[config.mk]
export PLATFORM = sky130hd
export DESIGN_NAME = cond_eval_unit
export DESIGN_NICKNAME = d
export VERILOG_FILES = /design/src/rtl/cond_eval_unit.sv
export SDC_FILE = /design/constraint.sdc
export NUM_CORES = 1
export LEC_CHECK = 0
export ABC_AREA = 1
export CAP_MARGIN = 20
export CORE_ASPECT_RATIO = 1.5
export CORE_MARGIN = 10
export CORE_UTILIZATION = 40
export CTS_CLUSTER_DIAMETER = 60
export CTS_CLUSTER_SIZE = 28
export DETAILED_ROUTE_END_ITERATION = 16
export GPL_ROUTABILITY_DRIVEN = 0
export GPL_TIMING_DRIVEN = 0
export PLACE_DENSITY = 0.71
export SLEW_MARGIN = 20
export SYNTH_ARGS = -nofsm -noshare
export SYNTH_HDL_FRONTEND = slang
export SYNTH_SLANG_ARGS = --single-unit
[constraint.sdc]
create_clock -name CLOCK -period 2.7 [get_ports CLOCK]
set_clock_uncertainty 0.2 [all_clocks]
set_input_delay 0.405 -clock CLOCK [delete_from_list [all_inputs] [get_ports CLOCK]]
set_output_delay 0.405 -clock CLOCK [all_outputs]
set_load 0.05 [all_outputs]
[src/rtl/cond_eval_unit.sv]
// Banked NZCV flag registers with masked updates, condition-code evaluation and
// saturating evaluation/match statistics for the branch/predication path.
module cond_eval_unit #(
   parameter int  NUM_BANKS = 2,
   parameter int  FORWARD   = 1,
   parameter int  COUNT_W   = 16,
   localparam int BANK_W    = (NUM_BANKS > 1) ? $clog2(NUM_BANKS) : 1
) (
   input  logic               CLOCK,
   input  logic               RESET,
   input  logic               FLAG_WE,
   input  logic [3:0]         FLAG_MASK,
   input  logic [3:0]         FLAG_D,
   input  logic [BANK_W-1:0]  BANK_SEL,
   input  logic               EVAL_VALID,
   input  logic [3:0]         COND_IN,
   input  logic               CNT_CLR,
   output logic               CONDITION_MATCHED,
   output logic               RESULT_VALID,
   output logic [3:0]         FLAG_OUT,
   output logic [COUNT_W-1:0] EVAL_COUNT,
   output logic [COUNT_W-1:0] MATCH_COUNT
);

   localparam logic [COUNT_W-1:0] CNT_MAX = {COUNT_W{1'b1}};

   function automatic logic cond_match(input logic [3:0] cond, input logic [3:0] f);
      logic n, z, c, v;
      n = f[3];
      z = f[2];
      c = f[1];
      v = f[0];
      case (cond)
         4'h0:    return z;
         4'h1:    return !z;
         4'h2:    return c;
         4'h3:    return !c;
         4'h4:    return n;
         4'h5:    return !n;
         4'h6:    return v;
         4'h7:    return !v;
         4'h8:    return c && !z;
         4'h9:    return !c || z;
         4'hA:    return n == v;
         4'hB:    return n != v;
         4'hC:    return !z && (n == v);
         4'hD:    return z || (n != v);
         4'hE:    return 1'b1;
         default: return 1'b0;
      endcase
   endfunction

   function automatic logic [COUNT_W-1:0] sat_inc(input logic [COUNT_W-1:0] cnt);
      return (cnt == CNT_MAX) ? cnt : cnt + 1'b1;
   endfunction

   logic [3:0]         bank_q [NUM_BANKS];
   logic [3:0]         bank_d [NUM_BANKS];
   logic               bank_ok;
   logic [3:0]         cur_flags;
   logic [3:0]         merged_flags;
   logic [3:0]         eff_flags;
   logic               hit;
   logic               matched_q, matched_d;
   logic               valid_q, valid_d;
   logic [3:0]         flag_out_q, flag_out_d;
   logic [COUNT_W-1:0] eval_cnt_q, eval_cnt_d;
   logic [COUNT_W-1:0] match_cnt_q, match_cnt_d;

   always_comb begin
      bank_ok      = int'(BANK_SEL) < NUM_BANKS;
      bank_d       = bank_q;
      cur_flags    = 4'b0000;
      merged_flags = 4'b0000;
      if (bank_ok) begin
         cur_flags    = bank_q[BANK_SEL];
         merged_flags = (cur_flags & ~FLAG_MASK) | (FLAG_D & FLAG_MASK);
      end
      if (FLAG_WE && bank_ok) begin
         bank_d[BANK_SEL] = merged_flags;
      end

      // Out-of-range selects leave both candidates at 0000, so no extra guard here.
      eff_flags = ((FORWARD != 0) && FLAG_WE) ? merged_flags : cur_flags;
      hit       = cond_match(COND_IN, eff_flags);

      valid_d    = EVAL_VALID;
      matched_d  = EVAL_VALID ? hit : matched_q;
      flag_out_d = bank_ok ? bank_d[BANK_SEL] : 4'b0000;

      eval_cnt_d  = eval_cnt_q;
      match_cnt_d = match_cnt_q;
      if (CNT_CLR) begin
         eval_cnt_d  = '0;
         match_cnt_d = '0;
      end else if (EVAL_VALID) begin
         eval_cnt_d = sat_inc(eval_cnt_q);
         if (hit) begin
            match_cnt_d = sat_inc(match_cnt_q);
         end
      end
   end

   always_ff @(posedge CLOCK) begin
      if (RESET) begin
         for (int i = 0; i < NUM_BANKS; i++) begin
            bank_q[i] <= 4'b0000;
         end
         matched_q   <= 1'b0;
         valid_q     <= 1'b0;
         flag_out_q  <= 4'b0000;
         eval_cnt_q  <= '0;
         match_cnt_q <= '0;
      end else begin
         bank_q      <= bank_d;
         matched_q   <= matched_d;
         valid_q     <= valid_d;
         flag_out_q  <= flag_out_d;
         eval_cnt_q  <= eval_cnt_d;
         match_cnt_q <= match_cnt_d;
      end
   end

   assign CONDITION_MATCHED = matched_q;
   assign RESULT_VALID      = valid_q;
   assign FLAG_OUT          = flag_out_q;
   assign EVAL_COUNT        = eval_cnt_q;
   assign MATCH_COUNT       = match_cnt_q;

endmodule
After elaboration in Yosys (flattened, before gate mapping)

Index checks and enable logic that the tools add are counted.

Register bits after elaboration: 46
Input bits: 18
Output and inout port bits: 38
Word-level logic and storage cells: 61

$add $sub $neg: 2
Order comparisons: 2
Equality and inequality tests: 18
Multiplexer cells: 12
Bitwise gates (word level): 7
Reductions and logical operators: 13

Operators with widths:

| operator                                                   | count |
|---|---|
| adder 16 x 1 -> 16 bit, second input constant              | 2 |
| equality test 16 bit, second input constant                | 2 |
| two-way mux 4 bit                                          | 8 |
| equality test 4 bit, second input constant                 | 7 |
| equality test 4 x 3 -> 1 bit, second input constant        | 4 |
| one-hot mux 1 bit (15 select lines)                        | 1 |
| AND 4 bit                                                  | 2 |
| bitwise mux 8 bit                                          | 1 |
| equality test 4 x 2 -> 1 bit, second input constant        | 2 |
| two-way mux 8 bit                                          | 1 |
| demux 4 bit (select 1 bit)                                 | 1 |
| equality test 4 x 1 -> 1 bit, second input constant        | 1 |
| zero test 1 bit                                            | 4 |
| zero test 4 bit                                            | 1 |
| inverter 4 bit                                             | 1 |
| OR 4 bit                                                   | 1 |
| logical AND 1 bit                                          | 3 |
| AND reduction 3 bit                                        | 1 |
| greater-or-equal comparator 2 bit, second input constant   | 1 |
| logical OR 1 bit                                           | 2 |
| less-than comparator 2 x 1 -> 1 bit, second input constant | 1 |
| inverter 1 bit                                             | 2 |
| inverter 1 -> 2 bit                                        | 1 |
| AND reduction 2 bit                                        | 1 |
| 3 further kinds                                            | 3 |

Logic depth before layout (Yosys ltp)

Gate-level depths: netlist of the first run.

Depth after elaboration: 11
Depth in mapped cells: 17
Depth with buffers taken out: 15

Least setup slack after synthesis of the first run

OpenSTA, ideal clock, no wires.

Kind: register to register
From: reg match_cnt_q[0] (netlist: MATCH_COUNT[0])
To: reg match_cnt_q[8] (netlist: MATCH_COUNT[8])
Library setup time: 117 ps
Data arrival time: 2031 ps
Data required time: 2383 ps
Slack: 352 ps
Cell stages (with the launch flop): 14
Path buffers: 1
Clock period less this slack: 2348 ps
Cell sequence: dfxtp_1 ha_1 nand3_1 nor2_1 nand2_1 nor3_1 nor2_1 buf_2 nand2_1 inv_1 nand2_1 inv_1 a21oi_1 nor2_1

Longest elaborated chain between the ends: 3
Elaborated cells between the ends (all ways): 4
Classes of those cells: add/sub (1); eq/ne (1); bitwise (1); reduce/logical (1)

Ends and longest elaborated chain:

| item                                                                           | RTL line | RTL |
|---|---|---|
| start, declared                                                                | 68       | `logic [COUNT_W-1:0] match_cnt_q, match_cnt_d;` |
| start signal, assigned                                                         | 120      | `match_cnt_q <= match_cnt_d;` |
| parallel branches: the longest is 3 deep, another holds adder 16 x 1 -> 16 bit | --       |  |

Parallel ways; which one is timed is not known.
A chain may end at the register's enable or synchronous reset.

Worst setup path after layout of the first run

From: reg eval_cnt_q[0] (netlist: EVAL_COUNT[0])
To: reg eval_cnt_q[9] (netlist: EVAL_COUNT[9])

Longest elaborated chain between the ends: 3
Elaborated cells between the ends (all ways): 4
Classes of those cells: add/sub (1); eq/ne (1); bitwise (1); reduce/logical (1)

Ends and longest elaborated chain:

| item                                                                           | RTL line | RTL |
|---|---|---|
| start, declared                                                                | 67       | `logic [COUNT_W-1:0] eval_cnt_q, eval_cnt_d;` |
| start signal, assigned                                                         | 119      | `eval_cnt_q <= eval_cnt_d;` |
| parallel branches: the longest is 3 deep, another holds adder 16 x 1 -> 16 bit | --       |  |

Parallel ways; which one is timed is not known.

==> results of run 1 <==
## power by group
group	total [W]	internal (W)	switching, W
sequential	0.000706	0.000695	0.0000114
clock	0.000517	0.000276	0.000241
combinational	0.000292	0.000108	0.000184
## layout make-up
class	count	area share, %
multi-input cells	314	45.4
flip-flops and latches	46	26.6
repair buffers	53	15.3
inverters	41	4.52
well taps	76	2.75
plain buffers	10	2.17
clock buffers	6	2.10
clock inverters	2	1.08
## worst max path at each step
stage	cells after the start	slack, ps	from	to
CTS	14	440	FLAG_MASK[2]	MATCH_COUNT[1]
global placement	14	140	FLAG_MASK[3]	MATCH_COUNT[3]
floorplan	13	350	MATCH_COUNT[0]	MATCH_COUNT[8]
detailed placement	14	110	FLAG_MASK[3]	MATCH_COUNT[3]
global route	14	260	FLAG_MASK[0]	MATCH_COUNT[5]
finish	11	430	EVAL_COUNT[0]	EVAL_COUNT[9]
## layout by cell type, fill, tap and decap left out, types with 3 or more instances in the layout
cell type and count:
inv_2 3, nand4_1 3, buf_6 4, dfxtp_1 46, a21oi_1 34, clkbuf_8 5, nand2_4 3, nor2_1 65
buf_2 3, a211oi_1 4, nand2_2 10, clkbuf_1 3, nand2_1 98, o21ai_0 7, inv_1 37, nor3_1 11
or2_1 3, clkdlybuf4s50_1 53, nand3_2 18, nand3_1 38, xor2_1 3
## layer usage
metal	up-vias	global-route usage [%]
li1	1454	-
met2	75	24.0
met1	1233	14.9
met5	-	0
met3	10	5.04
met4	0	4.80
## worst register-to-register path, cell delays in order, from the launching register on
cell	delay, ps
dfxtp_1	340
ha_1	230
nand3_1	150
nor3_1	70
nand3_1	70
nand2_1	100
nor3_1	320
inv_1	70
nor2_1	270
nand2_1	140
o21ai_0	160
a21oi_1	50
## state kept, by name (all words and copies together), names as in the netlist
register           cells
CONDITION_MATCHED      1
EVAL_COUNT            16
FLAG_OUT               4
MATCH_COUNT           16
RESULT_VALID           1
bank_q                 8
## per-stage QoR
| stage | hold slack [ps] | total power (W) | setup WS [ps] | instance area (µm²) |
|---|---|---|---|---|
| 4_1_cts | 278 | 0.00153 | 436 | 3460 |
| 2_1_floorplan | 254 | 0.000927 | 352 | 2720 |
| 3_3_place_gp | 269 | 0.00101 | 142 | 3350 |
| 3_5_place_dp | 275 | 0.00101 | 114 | 3350 |
| 6_report | 286 | 0.00152 | 431 | 3460 |
| 5_1_grt | 293 | 0.00159 | 260 | 3460 |
## cells by family after synthesis
kind of cell	share of synthesized area, %
compound gates	9.65
xor+xnor	1.61
fa+ha+maj	0.919
buf+inv	8.50
flops	33.8
simple gates	45.5
==> impl_results.html, run 1 <==
<table>
<tr><th>Metric</th><th>Value</th></tr>
<tr><th colspan="2">Yosys</th></tr>
<tr><td>Number of unique standard cell types used by synthesis</td><td>32</td></tr>
<tr><td>Top cell type by total area after synthesis</td><td>dfxtp_1</td></tr>
<tr><td>Commonest register cell after synthesis</td><td>dfxtp_1</td></tr>
<tr><td>Share of the synthesized area in the top cell type</td><td>33.8%</td></tr>
<tr><td>Synth Instances</td><td>411</td></tr>
<tr><td>Largest cells by area after synthesis</td><td>dfxtp_1 34%, nand2_1 14%, nor2_1 9.0%</td></tr>
<tr><td>Syn avg cell area</td><td>6.63 µm²</td></tr>
<tr><td>Cell area after synthesis</td><td>0.00272 mm²</td></tr>
<tr><td>Post-synthesis net count</td><td>431</td></tr>
<tr><td>Cell with the most instances after synthesis</td><td>nand2_1</td></tr>
<tr><td>Post-synth ARST share</td><td>0%</td></tr>
<tr><td>Number of warnings printed during yosys synthesis</td><td>0</td></tr>
<tr><td>Total of flip-flops plus latches after synthesis</td><td>46</td></tr>
<tr><td>Proportion of synthesized chip area in sequential cells</td><td>33.8%</td></tr>
<tr><td>Number of synthesized flops with an enable pin</td><td>0</td></tr>
<tr><td>Synth cell count leaders</td><td>98 x nand2_1, 65 x nor2_1, 46 x dfxtp_1, 38 x nand3_1, 37 x inv_1</td></tr>
<tr><th colspan="2">Global routing</th></tr>
<tr><td>Wire length of the first global-routing pass</td><td>12.2 mm</td></tr>
<tr><td>Global router's overall resource usage</td><td>13.8%</td></tr>
<tr><td>Number of global-route vias before repair</td><td>2711</td></tr>
<tr><td>Largest net degree at the start of global routing</td><td>15</td></tr>
<tr><td>Global route overflow</td><td>0</td></tr>
<tr><td>Number of antenna violations at the first check in global routing</td><td>0</td></tr>
<tr><th colspan="2">Floorplan</th></tr>
<tr><td>Horizontal die dimension</td><td>87.4 µm</td></tr>
<tr><td>Vert. Die Dim</td><td>121 µm</td></tr>
<tr><td>Effective utilization at floorplan</td><td>41.4%</td></tr>
<tr><td>Std-Cell Rows</td><td>36</td></tr>
<tr><td>Count of boundary I/O pins</td><td>56</td></tr>
<tr><td>Die Outline Area</td><td>0.0106 mm²</td></tr>
<tr><td>Placeable core region</td><td>0.00658 mm²</td></tr>
<tr><th colspan="2">Min path</th></tr>
<tr><td>Endpoint of the worst hold path</td><td>FLAG_OUT[3]</td></tr>
<tr><td>Hold WC Path Type</td><td>input pin to flop</td></tr>
<tr><td>Depth of the worst hold-timing path</td><td>4</td></tr>
<tr><td>Hold Path Origin</td><td>FLAG_WE</td></tr>
<tr><th colspan="2">Power and ir drop</th></tr>
<tr><td>Areal power density over the cells</td><td>438 mW/mm²</td></tr>
<tr><td>Peak supply drop</td><td>297 µV</td></tr>
<tr><td>Leakage power figure</td><td>1.35 nW</td></tr>
<tr><th colspan="2">Clocking</th></tr>
<tr><td>CTS tree</td><td>yes</td></tr>
<tr><td>Clk pin slew, worst setup/hold paths</td><td>90 ps</td></tr>
<tr><td>Root Driver</td><td>clkbuf_8</td></tr>
<tr><td>Total number of H-tree levels</td><td>2</td></tr>
<tr><td>Post-CTS setup-driven buffer insertion count</td><td>0</td></tr>
<tr><td>PostCTS Resize Cnt</td><td>0</td></tr>
<tr><td>CTS Buffer Depth</td><td>2</td></tr>
<tr><td>Clk sink count</td><td>46</td></tr>
<tr><td>Clock insertion delay at the later pin of the skew report</td><td>300 ps</td></tr>
<tr><td>Total CTS buffers</td><td>5</td></tr>
<tr><td>Number of buffers inserted by hold repair at cts</td><td>0</td></tr>
<tr><th colspan="2">Routing</th></tr>
<tr><td>Number of search-and-repair iterations in the first detailed-routing pass</td><td>4</td></tr>
<tr><td>Top routing layer used</td><td>met4</td></tr>
<tr><td>Drc violations</td><td>0</td></tr>
<tr><td>Routed wirelength normalized by instance count</td><td>13.1 µm</td></tr>
<tr><td>Per-cell via count in the routed design</td><td>5.06</td></tr>
<tr><td>WL met1</td><td>2.85 mm</td></tr>
<tr><td>Antenna-violating nets left</td><td>0</td></tr>
<tr><td>Detailed-route wire length</td><td>7.16 mm</td></tr>
<tr><td>Length of routed met3 wiring</td><td>569 µm</td></tr>
<tr><td>Length of routed met2 wiring</td><td>3.63 mm</td></tr>
<tr><td>Total number of vias</td><td>2772</td></tr>
<tr><td>Number of design-rule violations left by the first detailed-router iteration</td><td>170</td></tr>
<tr><th colspan="2">Placed design</th></tr>
<tr><td>Number of input and output port buffers inserted</td><td>53</td></tr>
<tr><td>Detailed placer's ending HPWL</td><td>5.59 mm</td></tr>
<tr><td>Placed cell count</td><td>540</td></tr>
<tr><th colspan="2">Setup path</th></tr>
<tr><td>Worst-path cell chain</td><td>ha_1 &gt; nand3_1 &gt; nor3_1 &gt; nand3_1 &gt; nand2_1 &gt; nor3_1 &gt; inv_1 &gt; nor2_1 &gt; nand2_1 &gt; o21ai_0 &gt; a21oi_1</td></tr>
<tr><td>Delay contributed by the slowest stage of the critical path</td><td>340 ps</td></tr>
<tr><td>Required time reported for the critical path endpoint</td><td>2700 ps</td></tr>
<tr><td>Worst Reg-to-Reg Cells</td><td>11</td></tr>
<tr><td>Type of the worst setup path</td><td>flop to flop</td></tr>
<tr><td>Crit path max-delay cell type</td><td>dfxtp_1</td></tr>
<tr><td>Reg2Reg Launch Point</td><td>EVAL_COUNT[0]</td></tr>
<tr><td>Worst EP arrival</td><td>2270 ps</td></tr>
<tr><td>Critical path endpoint category</td><td>flop</td></tr>
<tr><td>Terminus of the critical flop-to-flop path</td><td>EVAL_COUNT[9]</td></tr>
<tr><td>Crit path launch type</td><td>flop</td></tr>
<tr><td>Worst setup slack for register-to-register paths</td><td>430 ps</td></tr>
<tr><td>Count of buffering cells on the critical path with inverters included</td><td>1</td></tr>
<tr><td>Peak fanout along the critical path</td><td>5</td></tr>
<tr><td>Crit path max-delay family</td><td>simple AND/OR/NAND/NOR gates</td></tr>
<tr><th colspan="2">Cells and area</th></tr>
<tr><td>Register Area</td><td>921 µm²</td></tr>
<tr><td>Number of antenna diodes</td><td>0</td></tr>
<tr><td>Core occupancy in the finished layout</td><td>52.6%</td></tr>
<tr><td>Final non-filler cell total</td><td>548</td></tr>
<tr><td>Layout cell share with drive strength beyond 1</td><td>11.9%</td></tr>
<tr><td>Number of nets in the finished design</td><td>491</td></tr>
<tr><td>Filler instances</td><td>649</td></tr>
<tr><td>Relative area change from synthesis to final layout</td><td>27.0%</td></tr>
<tr><td>Combined area of the multi-input logic cells</td><td>0.00157 mm²</td></tr>
<tr><th colspan="2">STA</th></tr>
<tr><td>RSZ-0062 raised after global routing</td><td>no</td></tr>
<tr><td>Actual transition at the worst max-transition pin</td><td>623 ps</td></tr>
<tr><td>Final slew viol count</td><td>0</td></tr>
<tr><td>Peak clock frequency supported by timing</td><td>441 MHz</td></tr>
<tr><td>Final-report setup violation count</td><td>0</td></tr>
<tr><td>Final setup TNS</td><td>0 ps</td></tr>
<tr><td>Tmin final</td><td>2270 ps</td></tr>
<tr><td>Post-route clock period utilization</td><td>84.0%</td></tr>
<tr><td>Slew headroom</td><td>58.2%</td></tr>
<tr><td>Hold Violations, Final</td><td>0</td></tr>
<tr><th colspan="2">Outcome</th></tr>
<tr><td>Status</td><td>finished, final reports clean</td></tr>
<tr><th colspan="2">Run</th></tr>
<tr><td>Count of maximum capacitance violations</td><td>0</td></tr>
</table>
No activity file was read; power rests on OpenSTA's default activity.
==> run 2: changes to the inputs <==
- clock period: 2.7 -> 2.2 ns (I/O delays scaled with it)
==> run 2 against run 1 <==
Net effect: first-iteration DRC count shrank 12%; worst hold slack lost 69 ps; clock-buffer cell count is the same; sequential share of layout area shrank 1.6 points; routed wire length grew 4.9%; core utilization grew 3.9 points; sequential power grew 23%; non-clock buffer count grew 6; combinational power grew 55%; clock power shrank 0.8%.
==> impl_results.html, run 2 (synthesis results as in run 1) <==
<table>
<tr><th>Metric</th><th>Value</th></tr>
<tr><th colspan="2">Outcome</th></tr>
<tr><td>Status</td><td>finished, final reports clean</td></tr>
<tr><th colspan="2">Cells and area</th></tr>
<tr><td>Final non-filler cell total</td><td>555 (+1.3%)</td></tr>
<tr><td>Relative area change from synthesis to final layout</td><td>36.5%</td></tr>
<tr><td>Number of nets in the finished design</td><td>498 (+1.4%)</td></tr>
<tr><td>Layout cell share with drive strength beyond 1</td><td>20.0% (+8.2 points)</td></tr>
<tr><td>Most frequent standard cell in the layout excluding fill and tap cells</td><td>nand2_1</td></tr>
<tr><td>Most frequent cells in the layout</td><td>92 x nand2_1, 59 x nor2_1, 43 x clkdlybuf4s50_1</td></tr>
<tr><td>Number of antenna diodes</td><td>0 (unchanged)</td></tr>
<tr><th colspan="2">Global routing</th></tr>
<tr><td>Wire length of the first global-routing pass</td><td>12.4 mm (+0.90%)</td></tr>
<tr><td>Global router's overall resource usage</td><td>13.9% (+0.029 points)</td></tr>
<tr><td>Number of global-route vias before repair</td><td>2780 (+2.5%)</td></tr>
<tr><td>Number of antenna violations at the first check in global routing</td><td>0 (unchanged)</td></tr>
<tr><td>Largest net degree at the start of global routing</td><td>15 (unchanged)</td></tr>
<tr><td>Global route overflow</td><td>0 (unchanged)</td></tr>
<tr><th colspan="2">Routing</th></tr>
<tr><td>Drc violations</td><td>0 (unchanged)</td></tr>
<tr><td>Total number of vias</td><td>2819 (+1.7%)</td></tr>
<tr><td>Per-cell via count in the routed design</td><td>5.08 (+0.41%)</td></tr>
<tr><td>Detailed-route wire length</td><td>7.51 mm (+4.9%)</td></tr>
<tr><td>Antenna-violating nets left</td><td>0 (unchanged)</td></tr>
<tr><td>Number of search-and-repair iterations in the first detailed-routing pass</td><td>4 (unchanged)</td></tr>
<tr><td>Routed wirelength normalized by instance count</td><td>13.5 µm (+3.6%)</td></tr>
<tr><td>Number of design-rule violations left by the first detailed-router iteration</td><td>150 (-12%)</td></tr>
<tr><th colspan="2">Floorplan</th></tr>
<tr><td>Placeable core region</td><td>0.00658 mm² (unchanged)</td></tr>
<tr><td>Std-Cell Rows</td><td>36 (unchanged)</td></tr>
<tr><td>Effective utilization at floorplan</td><td>41.4% (unchanged)</td></tr>
<tr><td>Die Outline Area</td><td>0.0106 mm² (unchanged)</td></tr>
<tr><td>Vert. Die Dim</td><td>121 µm (unchanged)</td></tr>
<tr><td>Count of boundary I/O pins</td><td>56 (unchanged)</td></tr>
<tr><td>Horizontal die dimension</td><td>87.4 µm (unchanged)</td></tr>
<tr><th colspan="2">STA</th></tr>
<tr><td>Final-report setup violation count</td><td>0 (unchanged)</td></tr>
<tr><td>Post-route clock period utilization</td><td>96.8% (+13 points)</td></tr>
<tr><td>Final slew viol count</td><td>0 (unchanged)</td></tr>
<tr><td>Final hold slack</td><td>217 ps (-69.2 ps)</td></tr>
<tr><td>Actual transition at the worst max-transition pin</td><td>592 ps (-31.1 ps)</td></tr>
<tr><td>Peak clock frequency supported by timing</td><td>469 MHz (+6.5%)</td></tr>
<tr><td>RSZ-0062 raised after global routing</td><td>yes</td></tr>
<tr><td>Tmin final</td><td>2130 ps (-139 ps)</td></tr>
<tr><td>Hold Violations, Final</td><td>0 (unchanged)</td></tr>
<tr><td>Slew headroom</td><td>60.4% (+2.2 points)</td></tr>
<tr><th colspan="2">Power and ir drop</th></tr>
<tr><td>Internal</td><td>0.00127 W (+18%)</td></tr>
<tr><td>Switching Power</td><td>0.000560 W (+29%)</td></tr>
<tr><td>Share of power burned in combinational logic</td><td>24.8% (+5.5 points)</td></tr>
<tr><td>Peak supply drop</td><td>265 µV (-11%)</td></tr>
<tr><td>Leakage power figure</td><td>1.57 nW (+16%)</td></tr>
<tr><td>Clock share of power</td><td>28.0% (-6.1 points)</td></tr>
<tr><td>Areal power density over the cells</td><td>493 mW/mm² (+13%)</td></tr>
<tr><td>Switching power as a share of total power</td><td>30.6% (+1.8 points)</td></tr>
<tr><td>Sequential share of power</td><td>47.3% (+0.7 points)</td></tr>
<tr><th colspan="2">Clocking</th></tr>
<tr><td>Number of buffers inserted by hold repair at cts</td><td>0 (unchanged)</td></tr>
<tr><td>CTS Buffer Depth</td><td>2 (unchanged)</td></tr>
<tr><td>Total number of H-tree levels</td><td>2 (unchanged)</td></tr>
<tr><td>Clock insertion delay at the later pin of the skew report</td><td>290 ps (about the same)</td></tr>
<tr><td>Root Driver</td><td>clkbuf_8</td></tr>
<tr><td>Clk pin slew, worst setup/hold paths</td><td>90 ps (about the same)</td></tr>
<tr><td>CTS tree</td><td>yes</td></tr>
<tr><td>Total CTS buffers</td><td>5 (unchanged)</td></tr>
<tr><td>Clk sink count</td><td>46 (unchanged)</td></tr>
<tr><th colspan="2">Setup path</th></tr>
<tr><td>Peak fanout along the critical path</td><td>10 (+5)</td></tr>
<tr><td>Required time reported for the critical path endpoint</td><td>2200 ps (-500 ps)</td></tr>
<tr><td>Crit path launch type</td><td>flop</td></tr>
<tr><td>Reg2Reg Launch Point</td><td>MATCH_COUNT[0]</td></tr>
<tr><td>Type of the worst setup path</td><td>flop to flop</td></tr>
<tr><td>Critical Path Source</td><td>MATCH_COUNT[0]</td></tr>
<tr><td>Worst EP arrival</td><td>2130 ps (-140 ps)</td></tr>
<tr><td>Critical path endpoint category</td><td>flop</td></tr>
<tr><th colspan="2">Run</th></tr>
<tr><td>Count of maximum capacitance violations</td><td>0 (unchanged)</td></tr>
<tr><th colspan="2">Min path</th></tr>
<tr><td>Hold WC Path Type</td><td>input pin to flop</td></tr>
<tr><td>Hold Path Origin</td><td>FLAG_WE</td></tr>
<tr><th colspan="2">Placed design</th></tr>
<tr><td>Placed cell count</td><td>540 (unchanged)</td></tr>
<tr><td>Number of input and output port buffers inserted</td><td>53 (unchanged)</td></tr>
<tr><td>Detailed placer's ending HPWL</td><td>5.60 mm (+0.18%)</td></tr>
</table>
-- run 2: cell types whose count changed in the layout (fill, tap and decap cells not counted), moves of 6 or more --
cell             change
nor2_1               -6
nand2_1              -6
clkdlybuf4s50_1     -10
dlymetal6s2s_1      +10
-- run 2: per-layer routing --
| layer | global-route usage (%) | share of wire [%] | wire [µm] | up-vias |
|---|---|---|---|---|
| li1 | - | - | - | 1462 |
| met1 | 14.8 | 39 | 2930 | 1295 |
| met2 | 23.8 | 53 | 4010 | 57 |
| met3 | 5.38 | 6.9 | 516 | 5 |
| met4 | 5.00 | 0.79 | 59 | 0 |
| met5 | 0 | 0 | 0 | - |
-- run 2: path summary, 6_finish.rpt --
| kind | to | slack [ps] | cells after the start |
|---|---|---|---|
| min | FLAG_OUT[1] | 220 | 3 |
| max | MATCH_COUNT[8] | 70 | 13 |
| max reg2reg | MATCH_COUNT[8] | 70 | 13 |
| min reg2reg | EVAL_COUNT[1] | 290 | 2 |
-- run 2: area by class of cell --
cell class | count | area [µm²]
Fill cell | 632 | 2860
Multi-Input combinational cell | 315 | 1700
Sequential cell | 46 | 931
Timing Repair Buffer | 59 | 653
Inverter | 41 | 156
Buffer | 10 | 95.1
Tap cell | 76 | 95.1
Clock buffer | 6 | 72.6
Clock inverter | 2 | 13.8
-- run 2: worst max-delay path, stage by stage (launching register included) --
cell      delay [ps]
dfxtp_4          380
ha_2             200
nand3_1           90
nor2_2           190
nand2_1           90
nor3_2           120
nor2_1            80
clkbuf_4         200
nand2_2          110
inv_1             80
nand2_1           60
inv_1             50
a21oi_1          140
nor2_1            50
-- run 2: power by group through the flow --
stage	clock network, W	logic [W]	registers [W]
after floorplan	0	0.000210	0.000928
after global placement	0	0.000353	0.000887
after detailed placement	0	0.000358	0.000887
after CTS	0.000533	0.000359	0.000868
after global routing	0.000567	0.000495	0.000869
final	0.000513	0.000454	0.000866
-- run 2: metrics by stage --
step	cell area, µm²	total power (W)	util, %	setup TNS (ps)	worst slack (ps)
after floorplan	2730	0.00114	-	0	52.4
after global placement	3350	0.00124	51.0	-4780	-283
after detailed placement	3350	0.00125	51.0	-5400	-319
after CTS	3450	0.00176	52.5	0	7.50
after global routing	3720	0.00193	56.5	-381	-91.7
final	3720	0.00183	56.5	0	69.7
-- run 2: repair_timing --
| item | CTS | global route |
|---|---|---|
| pin swaps | 0 | 18 |
| cloned | 0 | 4 |
| buffers inserted | 0 | 3 |
| setup endpoints to repair | 2 | 31 |
| resized for setup | 3 | 51 |
==> run 3: changes to the inputs <==
- CTS_CLUSTER_SIZE: 28 -> 20
==> results of run 3 <==
Final layout, timing and power as in run 2 (identical DEF).
